$ cat src/rtl/lif_output_neuron.sv
// rtl/lif_output_neuron.sv - leaky integrate-and-fire output neuron with windowed spike count
module lif_output_neuron #(
    parameter int THRESHOLD  = 64,
    parameter int LEAK_SHIFT = 3,
    parameter int REFRACTORY = 2,
    parameter int WINDOW     = 16,
    parameter int POT_WIDTH  = 12
) (
    input  logic                 i_clk,
    input  logic                 i_rstn,
    input  logic                 i_start,
    input  logic                 i_en,
    input  logic [7:0]           i_data,
    output logic                 o_spike,
    output logic [POT_WIDTH-1:0] o_potential,
    output logic [7:0]           o_count,
    output logic                 o_done,
    output logic                 o_busy
);

    localparam int SW = $clog2(WINDOW + 1);
    localparam int RW = (REFRACTORY > 0) ? $clog2(REFRACTORY + 1) : 1;
    localparam logic [SW-1:0]        LAST_STEP = SW'(WINDOW - 1);
    localparam logic [RW-1:0]        REFR_LOAD = RW'(REFRACTORY);
    localparam logic [POT_WIDTH-1:0] THR       = POT_WIDTH'(THRESHOLD);

    typedef enum logic [1:0] {IDLE, INTEGRATE, REFRACT, DONE} state_t;

    state_t               state, state_nxt;
    logic [POT_WIDTH-1:0] v, v_nxt;
    logic [POT_WIDTH-1:0] leaked, integ;
    logic [POT_WIDTH:0]   sum;
    logic [SW-1:0]        step_cnt, step_nxt;
    logic [RW-1:0]        ref_cnt, ref_nxt;
    logic [7:0]           count, count_nxt;
    logic                 spike_nxt, fire, last_step;

    // One extra bit of headroom so the add can be clamped instead of wrapping.
    always_comb begin
        leaked    = v - (v >> LEAK_SHIFT);
        sum       = {1'b0, leaked} + {{(POT_WIDTH - 7){1'b0}}, i_data};
        integ     = sum[POT_WIDTH] ? {POT_WIDTH{1'b1}} : sum[POT_WIDTH-1:0];
        fire      = (integ >= THR);
        last_step = (step_cnt == LAST_STEP);
    end

    always_comb begin
        state_nxt = state;
        v_nxt     = v;
        step_nxt  = step_cnt;
        ref_nxt   = ref_cnt;
        count_nxt = count;
        spike_nxt = 1'b0;
        case (state)
            IDLE: begin
                if (i_start) begin
                    v_nxt     = '0;
                    count_nxt = '0;
                    step_nxt  = '0;
                    ref_nxt   = '0;
                    state_nxt = INTEGRATE;
                end
            end
            INTEGRATE: begin
                if (i_en) begin
                    step_nxt = step_cnt + 1'b1;
                    if (fire) begin
                        spike_nxt = 1'b1;
                        v_nxt     = '0;
                        count_nxt = (count == 8'hFF) ? count : count + 8'd1;
                        ref_nxt   = REFR_LOAD;
                        state_nxt = (REFRACTORY == 0) ? INTEGRATE : REFRACT;
                    end else begin
                        v_nxt = integ;
                    end
                    // The final step is fully processed before the window closes.
                    if (last_step) state_nxt = DONE;
                end
            end
            REFRACT: begin
                if (i_en) begin
                    step_nxt = step_cnt + 1'b1;
                    v_nxt    = '0;
                    ref_nxt  = ref_cnt - 1'b1;
                    if (ref_cnt == RW'(1)) state_nxt = INTEGRATE;
                    if (last_step) state_nxt = DONE;
                end
            end
            DONE: state_nxt = IDLE;
            default: state_nxt = IDLE;
        endcase
    end

    always_ff @(posedge i_clk or negedge i_rstn) begin
        if (!i_rstn) begin
            state    <= IDLE;
            v        <= '0;
            step_cnt <= '0;
            ref_cnt  <= '0;
            count    <= '0;
            o_spike  <= 1'b0;
            o_done   <= 1'b0;
            o_busy   <= 1'b0;
        end else begin
            state    <= state_nxt;
            v        <= v_nxt;
            step_cnt <= step_nxt;
            ref_cnt  <= ref_nxt;
            count    <= count_nxt;
            o_spike  <= spike_nxt;
            o_done   <= (state_nxt == DONE);
            o_busy   <= (state_nxt == INTEGRATE) || (state_nxt == REFRACT);
        end
    end

    assign o_potential = v;
    assign o_count     = count;

endmodule
$ cat config.mk
export PLATFORM = sky130hd
export DESIGN_NAME = lif_output_neuron
export DESIGN_NICKNAME = d
export VERILOG_FILES = /design/src/rtl/lif_output_neuron.sv
export SDC_FILE = /design/constraint.sdc
export NUM_CORES = 1
export LEC_CHECK = 0
export ABC_AREA = 1
export CAP_MARGIN = 20
export CORE_ASPECT_RATIO = 2
export CORE_UTILIZATION = 60
export DETAILED_ROUTE_END_ITERATION = 10
export PLACE_DENSITY = 0.86
export SYNTH_ARGS = -nofsm -noshare
export SYNTH_HDL_FRONTEND = slang
export SYNTH_SLANG_ARGS = --single-unit
$ cat constraint.sdc
create_clock -name i_clk -period 10 [get_ports i_clk]
set_input_delay 2.5 -clock i_clk [delete_from_list [all_inputs] [get_ports i_clk]]
set_output_delay 2.5 -clock i_clk [all_outputs]
set_load 0.1 [all_outputs]
==> summary.md, run 1 <==
| Metric | Value |
|---|---|
| Outcome | complete, no violations |
| Critical Path Source Type | primary input |
| # nets final | approximately 460 |
| Initial antenna violation count | 0 |
| Worst-margin pin slew | 987 ps |
| IO buf count | 34 |
| Filler cells | 349 |
| Yosys top cell by area | dfrtp_1 |
| Worst setup margin | 5080 ps |
| Hold Buf Count CTS | 0 |
| CTS max path bufs | 2 |
| Die Area | 0.00472 mm^2 |
| EDFF count, synth | 0 |
| CP Class | primary input to register |
| Clk sink count | 32 |
| Met3 WL | 118 um |
| Hold Path Stages | 2 |
| Post_cts resized | 0 |
| # rows | 33 |
| Leak | 1.67 nW |
| Post-Syn Area per Cell | 7.07 um^2 |
| Post-Layout Cell Count | 468 |
| Setup tns final | 0 ps |
| Placer Congestion | 0.945 |
| Congestion Overflow GR | 0 |
| Slew Limit Fails | 0 |
| Slew HR | 34.0% |
| Hold Crit Class | register to register |
| Area added between synthesis and finish | 18.4% |
| Worst skew pair latency | 290 ps |
| Achievable frequency | around 200 MHz |
| Via count of the first global-routing pass | around 2600 |
| Largest net degree at the start of global routing | 33 |
| Clock buffer count from CTS | 5 |
| Critical path endpoint category | register |
| Antenna Nets Post-Route | 0 |
| Boundary Pins | 35 |
| CTS clk-pin slew, worst paths | 60 ps |
| Placed Cells | 461 |
| Max layer used | met4 |
| Cell area after synthesis | 0.00266 mm^2 |
| CP required | 10160 ps |
| R2R depth | 23 |
| CTS tree | built |
| Post-route cell area | about 0.0031 mm^2 |
| Worst EP arrival | 5080 ps |
| Max-Cap Viols | 0 |
| Vias | 2496 |
| DRC | 0 |
| Post-Place Worst Slack | 4790 ps |
| Final Critical Period | just under 5000 ps |
| Net count after synthesis | 418 |
| RSZ-0062 raised after global routing | false |
| H-tree depth | 2 |
| GRT Util Overall | 30.7% |
| Pwr Density | between 300 and 400 mW/mm^2 |
| Worst Skew | about 14 ps |
| Post-CTS Setup Inserts | 0 |
| FFs w/ async S/R, synth | between 90% and 100% |
| VDD IR-drop max | 0.247 mV |
| Pre-Repair DR Iteration Count | 4 |
| Die W | 49.1 um |
| Met1 WL | 2260 um |
| Distinct cell type count after synthesis | 34 |
| Cells after Synth | ~380 |
| Commonest non-fill, non-tap cell in the layout | nand2_1 |
| Drt initial violations | 52 |
| Core area | 0.00417 mm^2 |
| Placement Cell Area | 0.00305 mm^2 |
| Initial core utilization | 63.7% |
| Core Util, Final | ~75% |
| Max FO, Critical Path | 3 |
| Fin. Hold Viols | 0 |
| First-pass GRT wire length | approximately 11000 um |
| Share of cells above drive strength 1 | approximately 7.0% |
| Met2 WL post-DR | 3640 um |
| Area share of the largest cell type after synthesis | roughly 30% |
| Sequential share of the synthesized area | 30.1% |
| Tcrit/Tclk final | 49.2% |
| DR vias/cell | 5.33 |
| Main flop type after synthesis | dfrtp_1 |
| Commonest non-fill, non-tap cells in the layout | nand2_1 (117), inv_1 (59), clkdlybuf4s50_1 (34) |
| Synth Warn # | 0 |
| N_diodes | 0 |
| Final setup fails | 0 |
| Die Ht | a little under 100 um |
| Area contributors post-synth | dfrtp_1 (30%), nand2_1 (17%), ha_1 (13%) |
| Root Buffer | clkbuf_8 |
| WL/cell | between 10 and 15 um |
| HPWL Detailed | 5150 um |
| Routed Wire Length | between 6000 and 7000 um |
| #FFs+latches synth | 32 |
## power by group
group          total, mW  switching [mW]  internal [mW]
registers          0.183          0.0252          0.158
clock network      0.108          0.0472         0.0613
logic              0.681           0.468          0.214
total              0.973           0.540          0.433
## synth_stat cells, types with 4 or more instances
cell type / instances
nand2_2: 7
inv_1: 59
ha_1: 28
a21oi_1: 12
xor2_1: 9
nand3_1: 25
nor2_1: 29
nor3_1: 5
nand2_1: 117
o21ai_0: 11
xnor2_1: 4
dfrtp_1: 32
o21ai_1: 4
## final timing paths
path                                             from                    endpoint  slack, ps
hold reg to reg                ref_cnt[1]$_DFFE_PN0P_      ref_cnt[1]$_DFFE_PN0P_        490
max in group asynchronous                      i_rstn  o_potential[2]$_DFFE_PN0P_       7090
setup / recovery                            i_data[0]            o_busy$_DFF_PN0_       5080
setup reg to reg           o_potential[3]$_DFFE_PN0P_            o_busy$_DFF_PN0_       6310
min in group asynchronous                      i_rstn     step_cnt[3]$_DFFE_PN0P_       2600
hold / removal                 ref_cnt[1]$_DFFE_PN0P_      ref_cnt[1]$_DFFE_PN0P_        490
## metal layers
layer	vias up	global-route usage, %
met4	0	24.8
met1	1150	27.7
li1	1261	-
met5	-	0
met3	27	2.53
met2	58	60.3
## critical path, cell delays in order
cell	delay [ps]
clkdlybuf4s50_1	400
ha_1	220
fa_1	390
nand2_1	90
nand3_1	100
nand2_1	110
nor2_1	40
nor2_1	180
nand3_1	100
nand2_1	80
nand2_2	70
nor2_4	150
nand2_1	80
nand2_1	60
nand2_1	50
a21oi_1	190
ha_1	270
## layout make-up
cell class	count	area, um^2	share of cell area (%)
Clock buffer	7	96.3	3.06
Inverter	63	236	7.51
Sequential cell	32	801	25.4
Multi-Input combinational cell	279	1600	50.9
Tap cell	52	65.1	2.07
Timing Repair Buffer	35	348	11.1
## per-stage QoR
| stage | hold slack [ps] | total power, mW |
|---|---|---|
| finish | 491 | 0.973 |
| global route | 543 | 1.06 |
| CTS | 492 | 0.970 |
| detailed placement | 476 | 0.857 |
| global placement | 473 | 0.836 |
| floorplan | 453 | 0.721 |
## flip-flops by register name, summed over array words and instances (netlist names)
signal       count
o_potential     12
step_cnt         5
ref_cnt          2
o_done           1
o_spike          1
state            2
o_busy           1
o_count          8
## cell families (layout without fill, tap and decap cells)
family	count (synthesis)	in the layout	share of synthesized area, %
flops	32	32	30.1
fa+ha+maj	30	30	14.7
compound gates	34	34	7.20
xor+xnor	13	13	4.28
buf+inv	65	105	9.65
simple gates	202	202	34.0
No activity file was read; power rests on OpenSTA's default activity.
==> inputs of run 2 (changes only) <==
CORE_UTILIZATION = 50   (was 60)
PLACE_DENSITY = 0.76   (was 0.86)
clock period = 4.05 ns   (was 10 ns; I/O delays follow)
==> summary.md, run 2 (synthesis results as in run 1) <==
| Metric | Value |
|---|---|
| Area added between synthesis and finish | 18.0% |
| Largest net degree at the start of global routing | 33 |
| DR vias/cell | 5.18 |
| Root Buffer | clkbuf_8 |
| CP delay by family, top | simple AND/OR/NAND/NOR gates |
| Die Area | 0.00563 mm^2 |
| Slowest cell delay on critical path | a little over 400 ps |
| Max-Cap Viols | 0 |
| CP Cell Sequence | inv_1 -> ha_1 -> inv_1 -> fa_1 -> nand2_1 -> nand2_1 -> nand3_1 -> nand3_1 -> o21ai_0 -> xnor2_1 -> ha_1 -> nand2_1 -> inv_1 -> a21oi_1 -> nand2_1 -> or2_1 -> nand2_1 -> nand2_2 -> nor2_4 -> nand2_1 -> nand2_1 -> nand2_1 -> a21oi_1 -> ha_1 |
| VDD IR-drop max | 0.540 mV |
| GRT Util Overall | 24.9% |
| Area of the multi-input gates | 0.00160 mm^2 |
| Outcome | complete, no violations |
| CP Class | register to register |
| Post-route cell area | ~0.0031 mm^2 |
| R2R setup slack | 520 ps |
| First-pass GRT wire length | ~10000 um |
| Congestion Overflow GR | 0 |
| Drt initial violations | 84 |
| Commonest non-fill, non-tap cell in the layout | nand2_1 |
| Worst EP arrival | approximately 3700 ps |
| Placer Congestion | between 0.9 and 1 |
| Achievable frequency | 284 MHz |
| Worst skew pair latency | ~300 ps |
| Post_cts resized | 0 |
| Gate power share | 71.0% |
| Boundary Pins | 35 |
| Hold Buf Count CTS | 0 |
| Max FFs per register | 12 |
| Die W | 53.6 um |
| CTS clk-pin slew, worst paths | approximately 60 ps |
| Initial antenna violation count | 0 |
| Critical path endpoint category | register |
| Initial core utilization | 51.7% |
| Final setup fails | 0 |
| Share of cells above drive strength 1 | 6.73% |
| Int Power | slightly above 1 mW |
| CTS tree | built |
| Pre-Repair DR Iteration Count | 4 |
| Max FO, Critical Path | 5 |
| # nets final | 458 |
| H-tree depth | 2 |
| Worst-margin pin slew | between 1000 and 1500 ps |
| Slowest CP cell | fa_1 |
| Worst Skew | 5.92 ps |
| Clock buffer count from CTS | 5 |
| Worst Path Buf+Inv | 3 |
| Filler cells | 485 |
| WL/cell | 13.2 um |
| Clock group share of total power | around 10% |
| Flop pwr share | 19.2% |
| Post-CTS Setup Inserts | 0 |
| Setup tns final | 0 ps |
| Routed Wire Length | 6270 um |
| Slew HR | 31.5% |
| Most common cell on crit path | nand2_1 |
| Fin. Hold Viols | 0 |
| Clk sink count | 32 |
| Leak | between 1.5 and 2 nW |
| RSZ-0062 raised after global routing | false |
| P_sw | 1.32 mW |
| Via count of the first global-routing pass | 2419 |
| Antenna Nets Post-Route | 0 |
| Tcrit/Tclk final | 87.1% |
| Area occupied by registers | between 800 and 900 um^2 |
| Vias | between 2000 and 2500 |
| HPWL Detailed | 5080 um |
| Placement Cell Area | 0.00306 mm^2 |
| Tot Pwr | between 2 and 2.5 mW |
| Final Critical Period | around 3500 ps |
| Slew Limit Fails | 0 |
| Pwr Density | 750 mW/mm^2 |
| CP required | 4230 ps |
| N_diodes | 0 |
| Critical Path Source Type | register |
| # rows | 37 |
| Die Ht | 105 um |
| Hold_ws | 493 ps |
| Switching Fraction | a little under three fifths |
| Core area | 0.00514 mm^2 |
| Hold Crit Class | register to register |
| Commonest non-fill, non-tap cells in the layout | nand2_1 (117), inv_1 (59), clkdlybuf4s50_1 (34) |
| IO buf count | 34 |
| CTS max path bufs | 2 |
| DRC | 0 |
run 2: cell count changes in the layout (fill, tap and decap cells not counted):
cell | previous run | this run
clkinv_2 | 0 | 1
clkbuf_1 | 0 | 1
clkbuf_8 | 7 | 5
run 2: through the flow:
step	worst slack [ps]	std cells	utilization, %
6_report	524	474	61.0
5_1_grt	228	474	61.0
4_1_cts	548	474	61.0
3_5_place_dp	379	467	59.5
3_3_place_gp	460	467	59.5
2_1_floorplan	149	376	-
run 2: power groups by stage:
stage          logic [mW]  clock network [mW]  registers, mW
2_1_floorplan        1.12                   0          0.664
3_5_place_dp         1.66                   0          0.455
6_report             1.67               0.232          0.451
3_3_place_gp         1.64                   0          0.455
4_1_cts              1.67               0.239          0.451
5_1_grt              1.84               0.246          0.457
run 2: metal layers:
metal | wire [um] | global-route usage [%]
met1 | 2250 | 21.9
met2 | 3650 | 48.8
met3 | 141 | 2.77
met4 | 232 | 13.5
met5 | 0 | 0
run 2: worst register-to-register path: stages, from the launching register on:
cell	delay, ps
dfrtp_1	380
inv_1	80
ha_1	140
inv_1	70
fa_1	410
nand2_1	80
nand2_1	110
nand3_1	90
nand3_1	60
o21ai_0	90
xnor2_1	140
ha_1	300
nand2_1	120
inv_1	60
a21oi_1	130
nand2_1	70
or2_1	210
nand2_1	80
nand2_2	70
nor2_4	150
nand2_1	80
nand2_1	70
nand2_1	50
a21oi_1	160
ha_1	250
run 2: cell type report:
| type | instances | share of cell area (%) |
|---|---|---|
| Multi-Input combinational cell | 279 | 51.0 |
| Clock buffer | 6 | 2.31 |
| Clock inverter | 1 | 0.160 |
| Timing Repair Buffer | 35 | 11.1 |
| Inverter | 63 | 7.54 |
| Tap cell | 58 | 2.31 |
| Sequential cell | 32 | 25.5 |
run 2: final timing paths:
kind	from	endpoint	cells past startpoint
min	ref_cnt[1]$_DFFE_PN0P_	ref_cnt[1]$_DFFE_PN0P_	2
max in group asynchronous	i_rstn	o_busy$_DFF_PN0_	2
max reg2reg	o_potential[0]$_DFFE_PN0P_	o_busy$_DFF_PN0_	24
min in group asynchronous	i_rstn	step_cnt[4]$_DFFE_PN0P_	2
max	o_potential[0]$_DFFE_PN0P_	o_busy$_DFF_PN0_	24
min reg2reg	ref_cnt[1]$_DFFE_PN0P_	ref_cnt[1]$_DFFE_PN0P_	2
==> inputs of run 3 (changes only) <==
CORE_ASPECT_RATIO = not set   (was 2)
PLACE_DENSITY = 0.78   (was 0.76)
SLEW_MARGIN = 20   (was not set)
==> summary.md, run 3 (synthesis results as in run 1) <==
| Metric | Value |
|---|---|
| # nets final | 458 |
| CP Class | register to register |
| CP required | about 4200 ps |
| # rows | 26 |
| Max FFs per register | 12 |
| Post_cts resized | 0 |
| Drt initial violations | 91 |
| Initial antenna violation count | 0 |
| Die Ht | 74.9 um |
| Initial core utilization | a little over half |
| First-pass GRT wire length | 9600 um |
| Worst-margin pin slew | 982 ps |
| Slowest CP cell | fa_1 |
| Via count of the first global-routing pass | between 2000 and 2500 |
| CP Cell Sequence | inv_1 -> ha_1 -> inv_1 -> fa_1 -> nand2_1 -> nand2_1 -> nand3_1 -> nand3_1 -> o21ai_0 -> xnor2_1 -> ha_1 -> nand2_1 -> inv_1 -> a21oi_1 -> nand2_1 -> or2_1 -> nand2_1 -> nand2_2 -> nor2_4 -> nand2_1 -> nand2_1 -> nand2_1 -> a21oi_1 -> ha_1 |
| Max FO, Critical Path | 5 |
| Fin. Hold Viols | 0 |
| DR vias/cell | 5.01 |
| CTS max path bufs | 2 |
| Hold Buf Count CTS | 0 |
| Most common cell on crit path | nand2_1 |
| WL/cell | 11.7 um |
| Setup tns final | 0 ps |
| Max-Cap Viols | 0 |
| Post-CTS Setup Inserts | 0 |
| Leak | between 1.5 and 2 nW |
| Pre-Repair DR Iteration Count | 5 |
| Int Power | 1.05 mW |
| Final setup fails | 0 |
| Area occupied by registers | between 800 and 900 um^2 |
| Antenna Nets Post-Route | 0 |
| Boundary Pins | 35 |
| Largest net degree at the start of global routing | 33 |
| Slew HR | 34.3% |
| Clk sink count | 32 |
| Filler cells | 493 |
| Routed Wire Length | 5690 um |
| Area added between synthesis and finish | 19.1% |
| Commonest non-fill, non-tap cells in the layout | nand2_1 (117), inv_1 (59), clkdlybuf4s50_1 (34) |
| Clock buffer count from CTS | 5 |
| Congestion Overflow GR | 0 |
| Hold_ws | 517 ps |
| Slew Limit Fails | 0 |
| DRC | 0 |
| Pwr Density | between 700 and 800 mW/mm^2 |
| Die W | 74.9 um |
| Worst Path Buf+Inv | 3 |
| Placer Congestion | 0.907 |
| CTS clk-pin slew, worst paths | 70 ps |
| GRT Util Overall | between 20% and 30% |
| Placement Cell Area | a little over 0.003 mm^2 |
| Gate power share | 70.0% |
| Critical path endpoint category | register |
| Worst Skew | around 3.1 ps |
| Clock group share of total power | 10.9% |
| Area of the multi-input gates | around 0.0016 mm^2 |
| RSZ-0062 raised after global routing | false |
| Worst skew pair latency | 290 ps |
| Worst EP arrival | 3840 ps |
| CP delay by family, top | simple AND/OR/NAND/NOR gates |
| Hold Crit Class | register to register |
| HPWL Detailed | 4620 um |
| Switching Fraction | 55.3% |
| Commonest non-fill, non-tap cell in the layout | nand2_1 |
| Outcome | complete, no violations |
| P_sw | 1.30 mW |
| N_diodes | 0 |
| Root Buffer | clkbuf_8 |
| H-tree depth | 2 |
| Die Area | about 0.0056 mm^2 |
| Post-route cell area | 0.00317 mm^2 |
| Flop pwr share | 19.1% |
| CTS tree | built |
| IO buf count | 34 |
| Slowest cell delay on critical path | around 400 ps |
| Vias | 2438 |
| VDD IR-drop max | 0.514 mV |
| Share of cells above drive strength 1 | 7.19% |
| Tcrit/Tclk final | 90.5% |
| Core area | a little over 0.005 mm^2 |
| Achievable frequency | 273 MHz |
| Critical Path Source Type | register |
| Final Critical Period | approximately 3700 ps |
==> run 3: changes by cell type in the layout (fill, tap and decap cells not counted) <==
| cell | delta |
|---|---|
| clkinv_2 | +1 |
| clkbuf_1 | -1 |
| clkbuf_8 | +1 |
==> run 3: per-stage QoR <==
step	setup slack, ps	std cells	power [mW]	utilization (%)
2_1_floorplan	149	376	1.78	-
4_1_cts	400	487	2.36	62.0
6_report	386	487	2.35	62.0
5_1_grt	77.3	487	2.57	62.0
3_5_place_dp	377	479	2.09	60.2
3_3_place_gp	481	479	2.05	60.2
==> run 3: layout make-up <==
class | count | area share, %
multi-input combinational | 279 | 50.6
sequential | 32 | 25.3
timing repair buffer | 35 | 11.0
inverter | 63 | 7.47
tap | 70 | 2.77
clock buffer | 6 | 2.61
clock inverter | 2 | 0.316
==> run 3: power by group through the flow <==
stage / logic (mW) / clock network (mW) / registers, mW
final: 1.64 / 0.257 / 0.449
after global routing: 1.84 / 0.275 / 0.458
after CTS: 1.65 / 0.262 / 0.449
after detailed placement: 1.64 / 0 / 0.453
after global placement: 1.60 / 0 / 0.453
after floorplan: 1.12 / 0 / 0.664
==> run 3: metal layers <==
metal	GRT usage [%]	wire, um	part of all wire [%]
met1	27.9	2540	45
met4	7.55	102	1.8
met2	39.9	2860	50
met5	0	0	0
met3	4.02	187	3.3
==> run 3: tightest hold or removal path, cell delays in order (launching register included) <==
cell and delay (ps):
dfrtp_1 360, nand2_1 50, o21ai_0 60
==> run 3: worst paths after layout <==
path / slack [ps] / end / depth (start not counted) / from
max reg2reg: 390 / o_busy$_DFF_PN0_ / 24 / o_potential[0]$_DFFE_PN0P_
min reg2reg: 520 / ref_cnt[0]$_DFFE_PN0P_ / 2 / ref_cnt[0]$_DFFE_PN0P_
min: 520 / ref_cnt[0]$_DFFE_PN0P_ / 2 / ref_cnt[0]$_DFFE_PN0P_
min in group asynchronous: 1110 / o_potential[9]$_DFFE_PN0P_ / 2 / i_rstn
max: 390 / o_busy$_DFF_PN0_ / 24 / o_potential[0]$_DFFE_PN0P_
max in group asynchronous: 2640 / step_cnt[3]$_DFFE_PN0P_ / 2 / i_rstn
